$ cat src/rtl/bcd_conv_arbiter.sv
`default_nettype none
// ============================================================================
// Module      : bcd_conv_arbiter
// Description : Round-robin arbiter/sequencer sharing one binary-to-BCD
//               converter among N_REQ requesters, with a timeout path for a
//               converter that never completes.
// Revision    : 1.0 - initial release
// ============================================================================
module bcd_conv_arbiter #(
  parameter int N_REQ   = 4,
  parameter int TIMEOUT = 255
) (
  input  logic                     clk,
  input  logic                     rst,
  input  logic [N_REQ-1:0]         req_i,
  input  logic [16*N_REQ-1:0]      data_i,
  output logic [N_REQ-1:0]         ack_o,
  output logic [19:0]              result_o,
  output logic [$clog2(N_REQ)-1:0] result_id_o,
  output logic                     err_o,
  output logic                     busy_o,
  output logic                     conv_en_o,
  output logic [15:0]              conv_data_o,
  input  logic [19:0]              conv_data_i,
  input  logic                     conv_rdy_i
);

  localparam int ID_W  = $clog2(N_REQ);
  localparam int SUM_W = ID_W + 1;

  // The counter is compared against TIMEOUT-1 so the ACK transition lands
  // on the edge at which it would reach TIMEOUT (no 17-bit overflow needed).
  localparam logic [15:0] TO_LAST = 16'(TIMEOUT - 1);

  localparam logic [2:0] S_IDLE     = 3'd0;
  localparam logic [2:0] S_START    = 3'd1;
  localparam logic [2:0] S_WAIT_CLR = 3'd2;
  localparam logic [2:0] S_WAIT_RDY = 3'd3;
  localparam logic [2:0] S_ACK      = 3'd4;
  localparam logic [2:0] S_COOL     = 3'd5;

  logic [2:0]         state;
  logic [ID_W-1:0]    grant;
  logic [ID_W-1:0]    ptr;
  logic [15:0]        cnt;
  logic               cool;
  logic               timed_out;

  logic [15:0]        operand [N_REQ];
  logic [2*N_REQ-1:0] req_dbl;
  logic [N_REQ-1:0]   req_rot;
  logic [ID_W-1:0]    offset;
  logic [SUM_W-1:0]   sel_sum;
  logic [ID_W-1:0]    sel;

  // Unpack the flat operand bus into one word per requester.
  for (genvar g = 0; g < N_REQ; g++) begin : g_operand
    assign operand[g] = data_i[16*g +: 16];
  end

  // Circular priority search: rotate requests so bit 0 is the requester at
  // ptr, take the lowest set bit, then map the offset back to an index.
  always_comb begin
    req_dbl = {req_i, req_i};
    req_rot = N_REQ'(req_dbl >> ptr);
    offset  = '0;
    for (int i = N_REQ - 1; i >= 0; i--) begin
      if (req_rot[i]) offset = ID_W'(i);
    end
    sel_sum = {1'b0, ptr} + {1'b0, offset};
    if (sel_sum >= SUM_W'(N_REQ)) sel_sum = sel_sum - SUM_W'(N_REQ);
    sel = sel_sum[ID_W-1:0];
  end

  // Outputs decoded straight from the state so reset clears them at once.
  assign busy_o    = (state != S_IDLE);
  assign conv_en_o = (state == S_START);
  assign ack_o     = (state == S_ACK) ? (N_REQ'(1) << grant) : '0;
  assign err_o     = (state == S_ACK) && timed_out;

  // Sequencer: grant, start, wait for ready edge pair, acknowledge, cool down.
  always_ff @(posedge clk or posedge rst) begin
    if (rst) begin
      state       <= S_IDLE;
      grant       <= '0;
      ptr         <= '0;
      cnt         <= '0;
      cool        <= 1'b0;
      timed_out   <= 1'b0;
      result_o    <= '0;
      result_id_o <= '0;
      conv_data_o <= '0;
    end else begin
      case (state)
        S_IDLE: begin
          if (|req_i) begin
            grant       <= sel;
            conv_data_o <= operand[sel];
            cnt         <= '0;
            state       <= S_START;
          end
        end
        S_START, S_WAIT_CLR, S_WAIT_RDY: begin
          cnt <= cnt + 16'd1;
          // A genuine completion wins over a timeout on the same edge.
          if (state == S_WAIT_RDY && conv_rdy_i) begin
            result_o    <= conv_data_i;
            result_id_o <= grant;
            timed_out   <= 1'b0;
            state       <= S_ACK;
          end else if (cnt == TO_LAST) begin
            result_o    <= '0;
            result_id_o <= grant;
            timed_out   <= 1'b1;
            state       <= S_ACK;
          end else if (state == S_START) begin
            state <= S_WAIT_CLR;
          end else if (state == S_WAIT_CLR && !conv_rdy_i) begin
            state <= S_WAIT_RDY;
          end
        end
        S_ACK: begin
          ptr   <= (grant == ID_W'(N_REQ - 1)) ? '0 : grant + 1'b1;
          cool  <= 1'b0;
          state <= S_COOL;
        end
        S_COOL: begin
          // Two cycles here let the converter finish its post-ready busy tail.
          if (cool) state <= S_IDLE;
          else      cool  <= 1'b1;
        end
        default: state <= S_IDLE;
      endcase
    end
  end

endmodule
`default_nettype wire

$ cat config.mk
export PLATFORM = sky130hd
export DESIGN_NAME = bcd_conv_arbiter
export DESIGN_NICKNAME = d
export VERILOG_FILES = /design/src/rtl/bcd_conv_arbiter.sv
export SDC_FILE = /design/constraint.sdc
export NUM_CORES = 1
export LEC_CHECK = 0
export CAP_MARGIN = 0
export CORE_UTILIZATION = 46
export CTS_BUF_LIST = sky130_fd_sc_hd__clkbuf_4 sky130_fd_sc_hd__clkbuf_8
export DETAILED_ROUTE_END_ITERATION = 12
export PLACE_DENSITY = 0.81
export SLEW_MARGIN = 20
export SYNTH_ARGS = -nofsm -noshare
export SYNTH_HDL_FRONTEND = slang
export SYNTH_SLANG_ARGS = --single-unit
$ cat constraint.sdc
create_clock -name clk -period 3.3 [get_ports clk]
set_input_delay 0.66 -clock clk [delete_from_list [all_inputs] [get_ports clk]]
set_output_delay 0.66 -clock clk [all_outputs]
set_load 0.03 [all_outputs]
### Yosys cells after proc, flatten, opt, wreduce, memory -nomap -nowiden

Cells that the tools add are included.

| operators by class | value |
|---|---|
| add/sub/neg operators | 4 |
| order comparisons | 2 |
| equality and inequality tests | 10 |
| shifts and indexed selects | 2 |
| muxes and demuxes | 26 |
| bitwise logic cells | 1 |
| reduce and logical (&&, ||, !) cells | 15 |

Operator list:

| operator | count |
|---|---|
| $mux W16 | 3 |
| $mux W20 | 2 |
| $bmux W16 S2 | 1 |
| $pmux W16 S2 | 1 |
| $mux W3 | 6 |
| $add A16 B1 Y16 const B | 1 |
| $eq A16 B8 Y1 const B | 1 |
| $mux W2 | 8 |
| $pmux W3 S4 | 1 |
| $shr A8 B2 Y4 | 1 |
| $eq A3 B2 Y1 const B | 2 |
| $eq A3 B3 Y1 const B | 2 |
| $ge A3 B3 Y1 const B | 2 |
| $reduce_and A2 Y1 | 3 |
| $reduce_bool A2 Y1 | 3 |
| $ne A5 B5 Y1 const B | 1 |
| $mux W4 | 1 |
| $ne A2 B2 Y1 const B | 2 |
| $reduce_or A4 Y1 | 1 |
| $shl A1 B2 Y4 const A | 1 |
| $add A2 B2 Y3 | 1 |
| $eq A3 B1 Y1 const B | 1 |
| $logic_and A1 B1 Y1 | 3 |
| $logic_not A3 Y1 | 1 |
| other kinds (10) | 11 |

| storage, ports and cells | value |
|---|---|
| register bits | 63 |
| output and inout port bits | 45 |
| logic and storage cells | 69 |

### Depth between registers and ports, before layout

Gate-level depths: netlist of run 1.

| logic depth | value |
|---|---|
| word-level depth | 12 |
| mapped depth | 12 |

### Least setup slack after synthesis of run 1

No wires, ideal clock.

| path | value |
|---|---|
| kind | in2reg |
| start | input port req_i[2] |
| end | register conv_data_o[8] |
| setup time | 0.137 ns |
| arrival | 2.496 ns |
| setup slack | 0.667 ns |
| stages | 11 |
| cells stage by stage | and3b_1 a21oi_1 nor2_1 a21oi_1 o221ai_1 ha_1 clkbuf_1 clkbuf_1 nor2b_1 a2111oi_0 o31ai_1 |

| on the way | value |
|---|---|
| word-level cells in the longest chain between the ends | 12 |
| elaborated cells between the ends (all ways) | 15 |
| classes of those cells | 2 x add/sub; 1 x order compare; 1 x shift; 8 x mux; 1 x bitwise; 2 x reduce/logical |

Ends and longest elaborated chain:

| element | line | source |
|---|---|---|
| from (decl) | 15 | `input logic [N_REQ-1:0] req_i,` |
| $shr A8 B2 Y4 * | 65 | `req_rot = N_REQ'(req_dbl >> ptr);` |
| $mux W2 (3 in a row) | 68 | `if (req_rot[i]) offset = ID_W'(i);` |
| $mux W2 * | 68 |  |
| $add A2 B2 Y3 * | 70 | `sel_sum = {1'b0, ptr} + {1'b0, offset};` |
| $ge A3 B3 Y1 / $sub A2 B1 Y2 (equally long branches) | 71 | `if (sel_sum >= SUM_W'(N_REQ)) sel_sum = sel_sum - SUM_W'(N_REQ);` |
| $mux W2 * | 71 |  |
| named net sel_sum[0] | 53 | `logic [SUM_W-1:0] sel_sum;` |
| $not A2 Y3 (implied by the code) * | 98 | `conv_data_o <= operand[sel];` |
| $bmux W16 S2 * | 98 |  |
| $mux W16 (implied by the code) * (2 in a row) | 98 |  |
| to (signal assigned) | 98 |  |
| to (decl) | 23 | `output logic [15:0] conv_data_o,` |

The timed path passes the listed nets; every way through them passes the cells marked *. The select of a mux whose other input is x is not followed.
A chain may end at the register's enable or synchronous reset.

### Final worst setup path of run 1

| path | value |
|---|---|
| start | input port req_i[0] |
| end | register conv_data_o[6] |

| on the way | value |
|---|---|
| word-level cells in the longest chain between the ends | 12 |
| elaborated cells between the ends (all ways) | 15 |
| classes of those cells | 2 x add/sub; 1 x order compare; 1 x shift; 8 x mux; 1 x bitwise; 2 x reduce/logical |

Ends and longest elaborated chain:

| element | line |
|---|---|
| $shr A8 B2 Y4 | 65 |
| $mux W2 (4 in a row) | 68 |
| $add A2 B2 Y3 | 70 |
| $ge A3 B3 Y1 / $sub A2 B1 Y2 (equally long branches) | 71 |
| $mux W2 | 71 |
| $not A2 Y3 (implied by the code) | 98 |
| $bmux W16 S2 | 98 |
| $mux W16 (implied by the code) (2 in a row) | 98 |

Parallel ways exist; a longest one is shown, timed or not. The select of a mux whose other input is x is not followed.

==> flow_metrics.py, run 1 <==
metrics = {
    "layout": {
        "finish.instance_area_um2": 5240,
        "mostFrequentLayoutCell": "clkdlybuf4s50_1",
        "drive_gt1_share_pct": 13.2,
        "antenna_cells": 0,
        "fin_nets": 573,
        "layout_common_cells": "135 x clkdlybuf4s50_1, 63 x dfrtp_1, 32 x nor2b_1",
        "fill_cells": 567,
        "area_delta_synth_final_pct": 47.2,
    },
    "flow_run": {
        "cap_viol_max_count": 0,
    },
    "yosys": {
        "synth_compound_area_share_pct": 26.5,
        "synth_cell_types": 49,
        "synthCells": 343,
        "yosysTopAreaCell": "dfrtp_1",
        "synth_nets": 441,
        "synth_top_area_share_pct": 44.3,
        "synth_top_family_by_area": "compound AO/OA/AOI/OAI gates",
        "synthAdderAreaFrac_pct": 2.46,
        "synth.yosys.warnings": 0,
        "yosysSeqAreaShare_pct": 44.3,
        "synth-seq-cells": 63,
        "synth_top_cells_by_area": "dfrtp_1 44%, nor2b_1 5.6%, a22o_1 4.9%, a221oi_1 4.2%, a2111oi_2 3.8%",
        "synth_area_per_cell_um2": 10.4,
        "yosys.area_share.simple_pct": 18.6,
        "synthMuxAreaShare_pct": 2.88,
        "syn_area_um2": 3560,
        "synth_xor_area_share_pct": 0.492,
    },
    "grt": {
        "antenna_found_initial": 0,
        "grt_first_pass_wirelength_um": 16000,
        "grt_overflow": 0,
        "track_usage_pct": 24.7,
        "grt_max_degree": 37,
        "grt_pass1_vias": 3314,
    },
    "placement": {
        "place_ws_ps": -140,
        "placedInstanceArea_um2": 5040,
        "port_buffers": 135,
        "dpl.hpwl_um": 6910,
        "gp_congestion": 0.822,
    },
    "sta": {
        "fmax_mhz": 330,
        "rsz0062_at_grt": "no",
        "maxSlewViolCount": 0,
        "finalCriticalPeriod_ps": 3030,
        "worstMarginPinSlew_ps": 693,
        "post-route-period-util_pct": 91.8,
        "setup_viol": 0,
        "fin_ws_ps": 270,
        "max_slew_margin_pct": 53.8,
        "finalClockSkew_ps": 3.79,
        "hold_viol_final": 0,
    },
    "clocking": {
        "hold_buffers": 0,
        "path_clk_slew_ps": 70,
        "cts_root_buf": "clkbuf_8",
        "numCtsBuffers": 9,
        "ctsLongestPathBuffers": 2,
        "clock_latency_ps": 340,
        "cts_tree": "built",
        "clock-sinks": 63,
        "htree_levels": 3,
    },
    "power": {
        "p_switching_w": 0.00225,
        "p_leak_nw": 2.11,
        "p_seq_share_pct": 26.7,
        "p_int_w": 0.00281,
        "swShare_pct": 44.5,
        "vdd_ir_drop_max_mv": 0.510,
        "cellPowerDensity_nw_per_um2": 964,
        "combPwrFrac_pct": 60.1,
        "clkPwrFrac_pct": 13.2,
    },
    "drt": {
        "detail_route.wl_per_cell_um": 16.1,
        "wl_um": 9300,
        "dr_total_vias": 3286,
        "first_iter_violations": 153,
        "drtAntennaViolNets": 0,
        "firstDrtPassIters": 4,
        "drc_errors": 0,
        "viasPerCell": 5.69,
    },
    "critical_path": {
        "end_kind": "flop",
        "path_class": "primary input to flop",
        "crit_required_ps": 3520,
        "crit_slowest_cell": "clkdlybuf4s50_1",
        "crit_fanout": 16,
        "path_buf_inv": 1,
        "arrival_ps": 3250,
        "critPathTopFamily": "compound AO/OA/AOI/OAI gates",
        "path_cells": "clkdlybuf4s50_1, nor2_1, a21oi_1, nor2_1, a21oi_1, o221ai_1, ha_2, xor2_1, nand3_2, a221oi_1, o31ai_2",
        "cp_slowest_stage_delay_ps": 590,
        "critPathLaunchType": "primary input",
    },
    "floorplanning": {
        "die_w_um": 90.0,
        "die_area_um2": 8100,
        "fp-row-count": 31,
        "fp.dieH_um": 90.0,
        "fp.coreArea_um2": 7370,
        "start_util_pct": 48.3,
        "ios": 136,
    },
    "worst_hold_path": {
        "hold_class": "flop to flop",
    },
    "status": {
        "status": "finished, final reports clean",
    },
}
[registers in the layout, indices dropped and copies added, names as in the netlist]
signal and count:
conv_data_o 16, grant 2, timed_out 1, ptr 2
result_o 20, state 3, cnt 16, result_id_o 2
cool 1
[per-layer routing]
metal  share of wire, %  vias up  wire length, um  GRT usage [%]
met3                9.3       11              863           8.12
met1                 44     1534             4060           33.2
met2                 46      172             4260           38.3
met4                1.3        0              120           7.39
li1                   -     1569                -              -
met5                  0        -                0              0
[worst paths after layout]
kind | from | to | slack, ps | cells past startpoint
max in group asynchronous | rst | cnt[7] | 1930 | 3
hold reg to reg | cnt[15] | cnt[15] | 490 | 1
setup / recovery | req_i[0] | conv_data_o[6] | 270 | 11
hold / removal | cnt[15] | cnt[15] | 490 | 1
setup reg to reg | ptr[0] | conv_data_o[6] | 550 | 10
min in group asynchronous | rst | result_o[4] | 770 | 2
[power groups by stage]
stage                     logic (W)  clock network (W)  registers [W]
after global placement      0.00297                  0        0.00134
final                       0.00304           0.000665        0.00135
after CTS                   0.00305           0.000679        0.00135
after detailed placement    0.00303                  0        0.00135
after global routing        0.00328           0.000718        0.00139
after floorplan             0.00165                  0        0.00173
[synthesized netlist by cell type (all sizes together)]
| library cell | number |
|---|---|
| o21bai | 2 |
| or2 | 2 |
| mux2 | 7 |
| o21ai | 12 |
| nand2b | 3 |
| inv | 8 |
| nand4 | 5 |
| a22o | 20 |
| nand3 | 14 |
| o21ba | 1 |
| o221ai | 1 |
| and3 | 1 |
| ha | 7 |
| nor4 | 2 |
| nor3 | 10 |
| and4 | 1 |
| o211ai | 6 |
| and2 | 5 |
| a32oi | 1 |
| nand2 | 30 |
| a221oi | 17 |
| xnor2 | 1 |
| a32o | 1 |
| clkbuf | 15 |
| o31ai | 22 |
| a2111oi | 16 |
| mux2i | 2 |
| dfrtp | 63 |
| and3b | 1 |
| nor3b | 4 |
| o22ai | 1 |
| buf | 11 |
| or3 | 1 |
| nor2 | 12 |
| a21oi | 5 |
| xor2 | 1 |
| nor2b | 32 |
[area by class of cell]
class,instances,area (um^2),area share (%)
Tap cell,99,124,2.36
Timing Repair Buffer,147,1490,28.4
Inverter,8,30.0,0.573
Multi-Input combinational cell,246,1820,34.8
Clock buffer,11,151,2.89
Sequential cell,63,1580,30.1
Clock inverter,4,45.0,0.859
[logic make-up (layout without fill, tap and decap cells)]
| kind of cell | after synthesis | after routing |
|---|---|---|
| fa+ha+maj | 7 | 7 |
| xor+xnor | 2 | 2 |
| mux | 9 | 9 |
| simple gates | 123 | 123 |
| buf+inv | 34 | 170 |
| flops | 63 | 63 |
| compound gates | 105 | 105 |
[what timing repair did]
item | CTS | global route
buffers inserted | 0 | 0
gates resized for setup | 0 | 1
hold endpoints to repair | 0 | 0
endpoints found under the setup margin | 0 | 7
[stage by stage]
step	total power (W)	TNS, ps	util, %	cells	hold WS, ps
2_1_floorplan	0.00338	0	-	343	449
3_3_place_gp	0.00431	-8.71	68.4	563	466
3_5_place_dp	0.00439	-1250	68.4	563	474
4_1_cts	0.00507	0	71.0	578	492
5_1_grt	0.00539	0	71.1	578	509
6_report	0.00505	0	71.1	578	489
(Power assumes the default switching activity.)
==> inputs of run 2 (changes only) <==
Settings changed: CAP_MARGIN 0 to unset.
Clock period 3.3 ns to 2.8 ns, I/O delays scaled along.
==> flow_metrics.py, run 2 (synthesized netlist as in run 1, its figures left out) <==
metrics = {
    "status": {
        "status": "finished, final reports clean",
    },
    "drt": {
        "dr_total_vias": 3380,
        "drc_errors": 0,
        "top_layer": "met4",
        "viasPerCell": 5.73,
        "firstDrtPassIters": 4,
        "first_iter_violations": 148,
        "wl_met1_um": 4300,
        "wl_um": 10200,
        "detail_route.wl_per_cell_um": 17.3,
        "wl_met3_um": 792,
        "wl_met2_um": 4890,
        "drtAntennaViolNets": 0,
    },
    "clocking": {
        "numCtsBuffers": 9,
        "ctsLongestPathBuffers": 2,
        "cts_tree": "built",
        "htree_levels": 3,
        "clock-sinks": 63,
        "clock_latency_ps": 340,
        "hold_buffers": 0,
        "cts_root_buf": "clkbuf_8",
        "path_clk_slew_ps": 60,
    },
    "floorplanning": {
        "fp.coreArea_um2": 7370,
        "fp-row-count": 31,
        "die_w_um": 90.0,
        "fp.dieH_um": 90.0,
        "die_area_um2": 8100,
        "ios": 136,
        "start_util_pct": 48.3,
    },
    "critical_path": {
        "crit_slowest_cell": "clkdlybuf4s50_1",
        "critPathLaunchType": "primary input",
        "path_cells": "clkdlybuf4s50_1, and3b_1, a21oi_1, nor2_1, a21oi_1, o221ai_1, ha_2, xnor2_1, buf_4, nor3_4, buf_12, a2111oi_1, o31ai_1",
        "path_class": "primary input to flop",
        "crit_top_cell": "a21oi_1",
        "crit_required_ps": 3010,
        "critPathTopFamily": "compound AO/OA/AOI/OAI gates",
        "crit_fanout": 11,
        "path_buf_inv": 3,
        "cp_slowest_stage_delay_ps": 490,
        "arrival_ps": 2950,
        "end_kind": "flop",
    },
    "sta": {
        "hold_viol_final": 0,
        "fmax_mhz": 365,
        "maxSlewViolCount": 0,
        "rsz0062_at_grt": "yes",
        "whs_ps": 485,
        "post-route-period-util_pct": 97.8,
        "worstMarginPinSlew_ps": 750,
        "max_slew_margin_pct": 49.8,
        "fin_tns_setup_ps": 0,
        "finalClockSkew_ps": 5.95,
        "setup_viol": 0,
        "finalCriticalPeriod_ps": 2740,
    },
    "placement": {
        "gp_congestion": 0.838,
        "dpl.hpwl_um": 6940,
        "dp_cells": 569,
        "port_buffers": 135,
    },
    "layout": {
        "fin_cells": 590,
        "area_delta_synth_final_pct": 58.5,
        "regMostFlops": "result_o",
        "antenna_cells": 0,
        "mostFrequentLayoutCell": "clkdlybuf4s50_1",
        "drive_gt1_share_pct": 20.2,
        "top_regs": "result_o: 20 flops, cnt: 16 flops, conv_data_o: 16 flops",
        "largest_register_ffs": 20,
        "fin_nets": 584,
        "layout_common_cells": "131 x clkdlybuf4s50_1, 63 x dfrtp_1, 32 x nor2b_1",
    },
    "worst_hold_path": {
        "hold_class": "flop to flop",
    },
    "grt": {
        "grt_max_degree": 64,
        "track_usage_pct": 25.0,
        "grt_pass1_vias": 3313,
        "grt_overflow": 0,
        "grt_first_pass_wirelength_um": 16100,
        "antenna_found_initial": 0,
    },
    "power": {
        "vdd_ir_drop_max_mv": 1.19,
        "p_leak_nw": 2.32,
        "cellPowerDensity_nw_per_um2": 1200,
    },
    "flow_run": {
        "cap_viol_max_count": 0,
    },
}
[run 2: cell count changes in the layout (fill, tap and decap cells not counted), moves of 3 or more]
cell             change
a2111oi_0            -7
a221oi_4             +3
clkdlybuf4s50_1      -4
buf_4                +8
a2111oi_4            +3
a221oi_1            -16
dlymetal6s2s_1       +4
clkinv_2             -3
a221oi_2            +13
[run 2: worst paths after layout]
path,cells past startpoint,start,endpoint,slack [ps]
max reg2reg,12,ptr[0],conv_data_o[8],200
max,13,req_i[1],conv_data_o[8],60
max in group asynchronous,3,rst,cnt[1],1930
min,2,conv_data_o[6],conv_data_o[6],480
min in group asynchronous,3,rst,result_o[7],610
min reg2reg,2,conv_data_o[6],conv_data_o[6],480
[run 2: layout make-up]
type                       instances  area (um^2)
clock inverter                     2         60.1
clock buffer                      14          186
sequential                        63         1580
inverter                           8         30.0
tap                               99          124
fill                             458         1730
timing repair buffer             158         1610
multi-input combinational        246         2050
[run 2: layer usage]
layer / vias up / GRT usage (%)
met1: 1621 / 32.5
met2: 159 / 39.4
met4: 0 / 10.5
met5: - / 0
met3: 15 / 7.02
li1: 1585 / -
[run 2: per-stage QoR]
stage,total power (W),setup slack [ps],utilization (%),area (um^2)
floorplan,0.00398,267,-,3560
global placement,0.00510,-414,69.0,5080
detailed placement,0.00520,-581,69.0,5080
CTS,0.00626,47.6,72.9,5370
global route,0.00718,-141,76.6,5640
finish,0.00677,62.6,76.6,5640
[run 2: worst register-to-register path, cell delays in order (launching register included)]
cell and delay (ps):
dfrtp_1 520, and3b_1 240, a21oi_1 110, nor2_1 50
a21oi_1 130, o221ai_1 130, ha_2 240, xnor2_1 160
buf_4 170, nor3_4 60, buf_12 160, a2111oi_1 410
o31ai_1 110
[run 2: power breakdown]
part	total [W]	switching [W]	internal, W
sequential	0.00161	0.000324	0.00128
clock	0.000946	0.000337	0.000609
combinational	0.00422	0.00234	0.00188
total	0.00677	0.00300	0.00378
[run 2: what timing repair did]
item                       4_1_cts  5_1_grt
resized for setup                2       43
setup endpoints to repair       17       20
pin swaps                        1        2
setup buffers                    2        3
==> inputs of run 3 (changes only) <==
Settings changed: CORE_MARGIN set to 2.
==> flow_metrics.py, run 3 (synthesized netlist as in run 1, its figures left out) <==
metrics = {
    "status": {
        "status": "finished, final reports clean",
    },
    "layout": {
        "regMostFlops": "result_o",
        "antenna_cells": 0,
        "fin_nets": 585,
        "area_delta_synth_final_pct": 53.2,
        "layout_common_cells": "135 x clkdlybuf4s50_1, 63 x dfrtp_1, 32 x nor2b_1",
        "fill_cells": 569,
        "multi_input_area_um2": 1880,
        "largest_register_ffs": 20,
        "drive_gt1_share_pct": 17.1,
        "mostFrequentLayoutCell": "clkdlybuf4s50_1",
        "top_regs": "result_o: 20 flops, cnt: 16 flops, conv_data_o: 16 flops",
        "fin_cells": 594,
        "regArea_um2": 1580,
    },
    "clocking": {
        "path_clk_slew_ps": 70,
        "numCtsBuffers": 9,
        "clock-sinks": 63,
        "clock_latency_ps": 330,
        "htree_levels": 3,
        "ctsLongestPathBuffers": 2,
        "cts_root_buf": "clkbuf_8",
        "cts_tree": "built",
    },
    "sta": {
        "worstMarginPinSlew_ps": 582,
        "rsz0062_at_grt": "yes",
        "fin_tns_setup_ps": 0,
        "setup_viol": 0,
        "fmax_mhz": 371,
        "finalClockSkew_ps": 7.00,
        "max_slew_margin_pct": 61.1,
        "post-route-period-util_pct": 96.3,
        "maxSlewViolCount": 0,
        "finalCriticalPeriod_ps": 2700,
        "hold_viol_final": 0,
        "whs_ps": 488,
    },
    "drt": {
        "drc_errors": 0,
        "first_iter_violations": 104,
        "drtAntennaViolNets": 0,
        "wl_um": 9220,
        "dr_total_vias": 3285,
        "firstDrtPassIters": 4,
        "viasPerCell": 5.53,
        "detail_route.wl_per_cell_um": 15.5,
    },
    "grt": {
        "grt_first_pass_wirelength_um": 15100,
        "grt_overflow": 0,
        "antenna_found_initial": 0,
        "grt_max_degree": 39,
        "grt_pass1_vias": 3251,
        "track_usage_pct": 22.4,
    },
    "critical_path": {
        "worstReg2RegStart": "ptr[0]",
        "crit_slowest_cell": "clkdlybuf4s50_1",
        "critPathTopFamily": "compound AO/OA/AOI/OAI gates",
        "crit_required_ps": 3010,
        "path_class": "primary input to flop",
        "ff2ff_setup_slack_ps": 410,
        "crit_fanout": 17,
        "end_kind": "flop",
        "path_buf_inv": 3,
        "ff2ff_path_depth": 12,
        "critPathLaunchType": "primary input",
        "cp_slowest_stage_delay_ps": 470,
        "arrival_ps": 2910,
        "path_cells": "clkdlybuf4s50_1, buf_4, nor2_1, o21ai_0, o221ai_1, ha_2, xor2_2, a21oi_4, buf_12, a2111oi_1, o31ai_1",
        "timing.rr.end": "conv_data_o[11]",
    },
    "floorplanning": {
        "start_util_pct": 46.8,
        "fp-row-count": 32,
        "fp.dieH_um": 92.0,
        "die_w_um": 92.0,
        "fp.coreArea_um2": 7610,
        "die_area_um2": 8460,
        "ios": 136,
    },
    "placement": {
        "dpl.hpwl_um": 6780,
        "gp_congestion": 0.852,
        "dp_cells": 577,
        "port_buffers": 135,
    },
    "worst_hold_path": {
        "hold_class": "flop to flop",
        "holdPathEnd": "conv_data_o[14]",
        "min_delay_path_depth": 2,
        "hp-start": "conv_data_o[14]",
    },
    "power": {
        "p_switching_w": 0.00274,
        "vdd_ir_drop_max_mv": 0.579,
        "p_leak_nw": 2.20,
        "cellPowerDensity_nw_per_um2": 1160,
        "p_int_w": 0.00360,
        "clkPwrFrac_pct": 15.2,
        "p_seq_share_pct": 24.7,
        "swShare_pct": 43.2,
        "combPwrFrac_pct": 60.1,
    },
    "flow_run": {
        "cap_viol_max_count": 0,
    },
}
## run 3: cell count changes in the layout (fill, tap and decap cells not counted), moves of 2 or more
cell	delta
a221oi_1	+9
a221oi_2	-6
clkbuf_8	-4
clkdlybuf4s50_1	+4
dlymetal6s2s_1	-4
a2111oi_1	+3
a2111oi_4	-3
a221oi_4	-3
buf_4	+3
clkinv_4	+3
a2111oi_0	+2
a2111oi_2	-2
## run 3: worst max path at each step
stage / cells past startpoint / startpoint / end
6_report: 11 / req_i[2] / conv_data_o[11]
5_1_grt: 11 / req_i[2] / conv_data_o[13]
3_3_place_gp: 11 / req_i[1] / conv_data_o[14]
4_1_cts: 11 / req_i[2] / conv_data_o[15]
2_1_floorplan: 11 / req_i[2] / conv_data_o[8]
3_5_place_dp: 11 / req_i[1] / conv_data_o[11]
## run 3: area by class of cell
type | instances | share of cell area (%)
flip-flops and latches | 63 | 28.9
well taps | 102 | 2.34
repair buffers | 159 | 29.2
clock buffers | 9 | 2.27
multi-input cells | 246 | 34.5
clock inverters | 7 | 2.22
inverters | 8 | 0.550
## run 3: per-stage QoR
stage               setup slack, ps  power (W)  util (%)  area, um^2
floorplan                       267    0.00398         -        3560
global placement               -451    0.00518      67.4        5120
detailed placement             -574    0.00525      67.4        5120
CTS                            6.09    0.00623      70.7        5380
global route                  -52.0    0.00677      71.7        5460
finish                          104    0.00634      71.7        5460
## run 3: tightest hold or removal path, stage by stage, from the launching register on
cell     delay (ps)
dfrtp_1         340
nand2_1          60
o31ai_1          60
## run 3: power by group through the flow
stage | Combinational (W) | Sequential (W) | Clock [W]
3_5_place_dp | 0.00368 | 0.00157 | 0
5_1_grt | 0.00413 | 0.00162 | 0.00102
4_1_cts | 0.00370 | 0.00156 | 0.000976
6_report | 0.00381 | 0.00156 | 0.000962
3_3_place_gp | 0.00362 | 0.00156 | 0
2_1_floorplan | 0.00195 | 0.00204 | 0
## run 3: what timing repair did
| item | 4_1_cts | 5_1_grt |
|---|---|---|
| gates cloned | 0 | 0 |
| gates resized for setup | 1 | 13 |
| pin swaps | 0 | 0 |
| hold buffers | 0 | 0 |
| setup endpoints to repair | 17 | 16 |
| setup buffers | 0 | 1 |
| endpoints found under the hold margin | 0 | 0 |
## run 3: routing by layer
layer	vias to the layer above	share of wire (%)	track usage, %	routed length, um
met5	-	0	0	0
met4	0	1.7	9.70	158
met3	11	8.7	6.49	799
met2	144	45	33.9	4160
met1	1538	45	30.1	4110
li1	1592	-	-	-
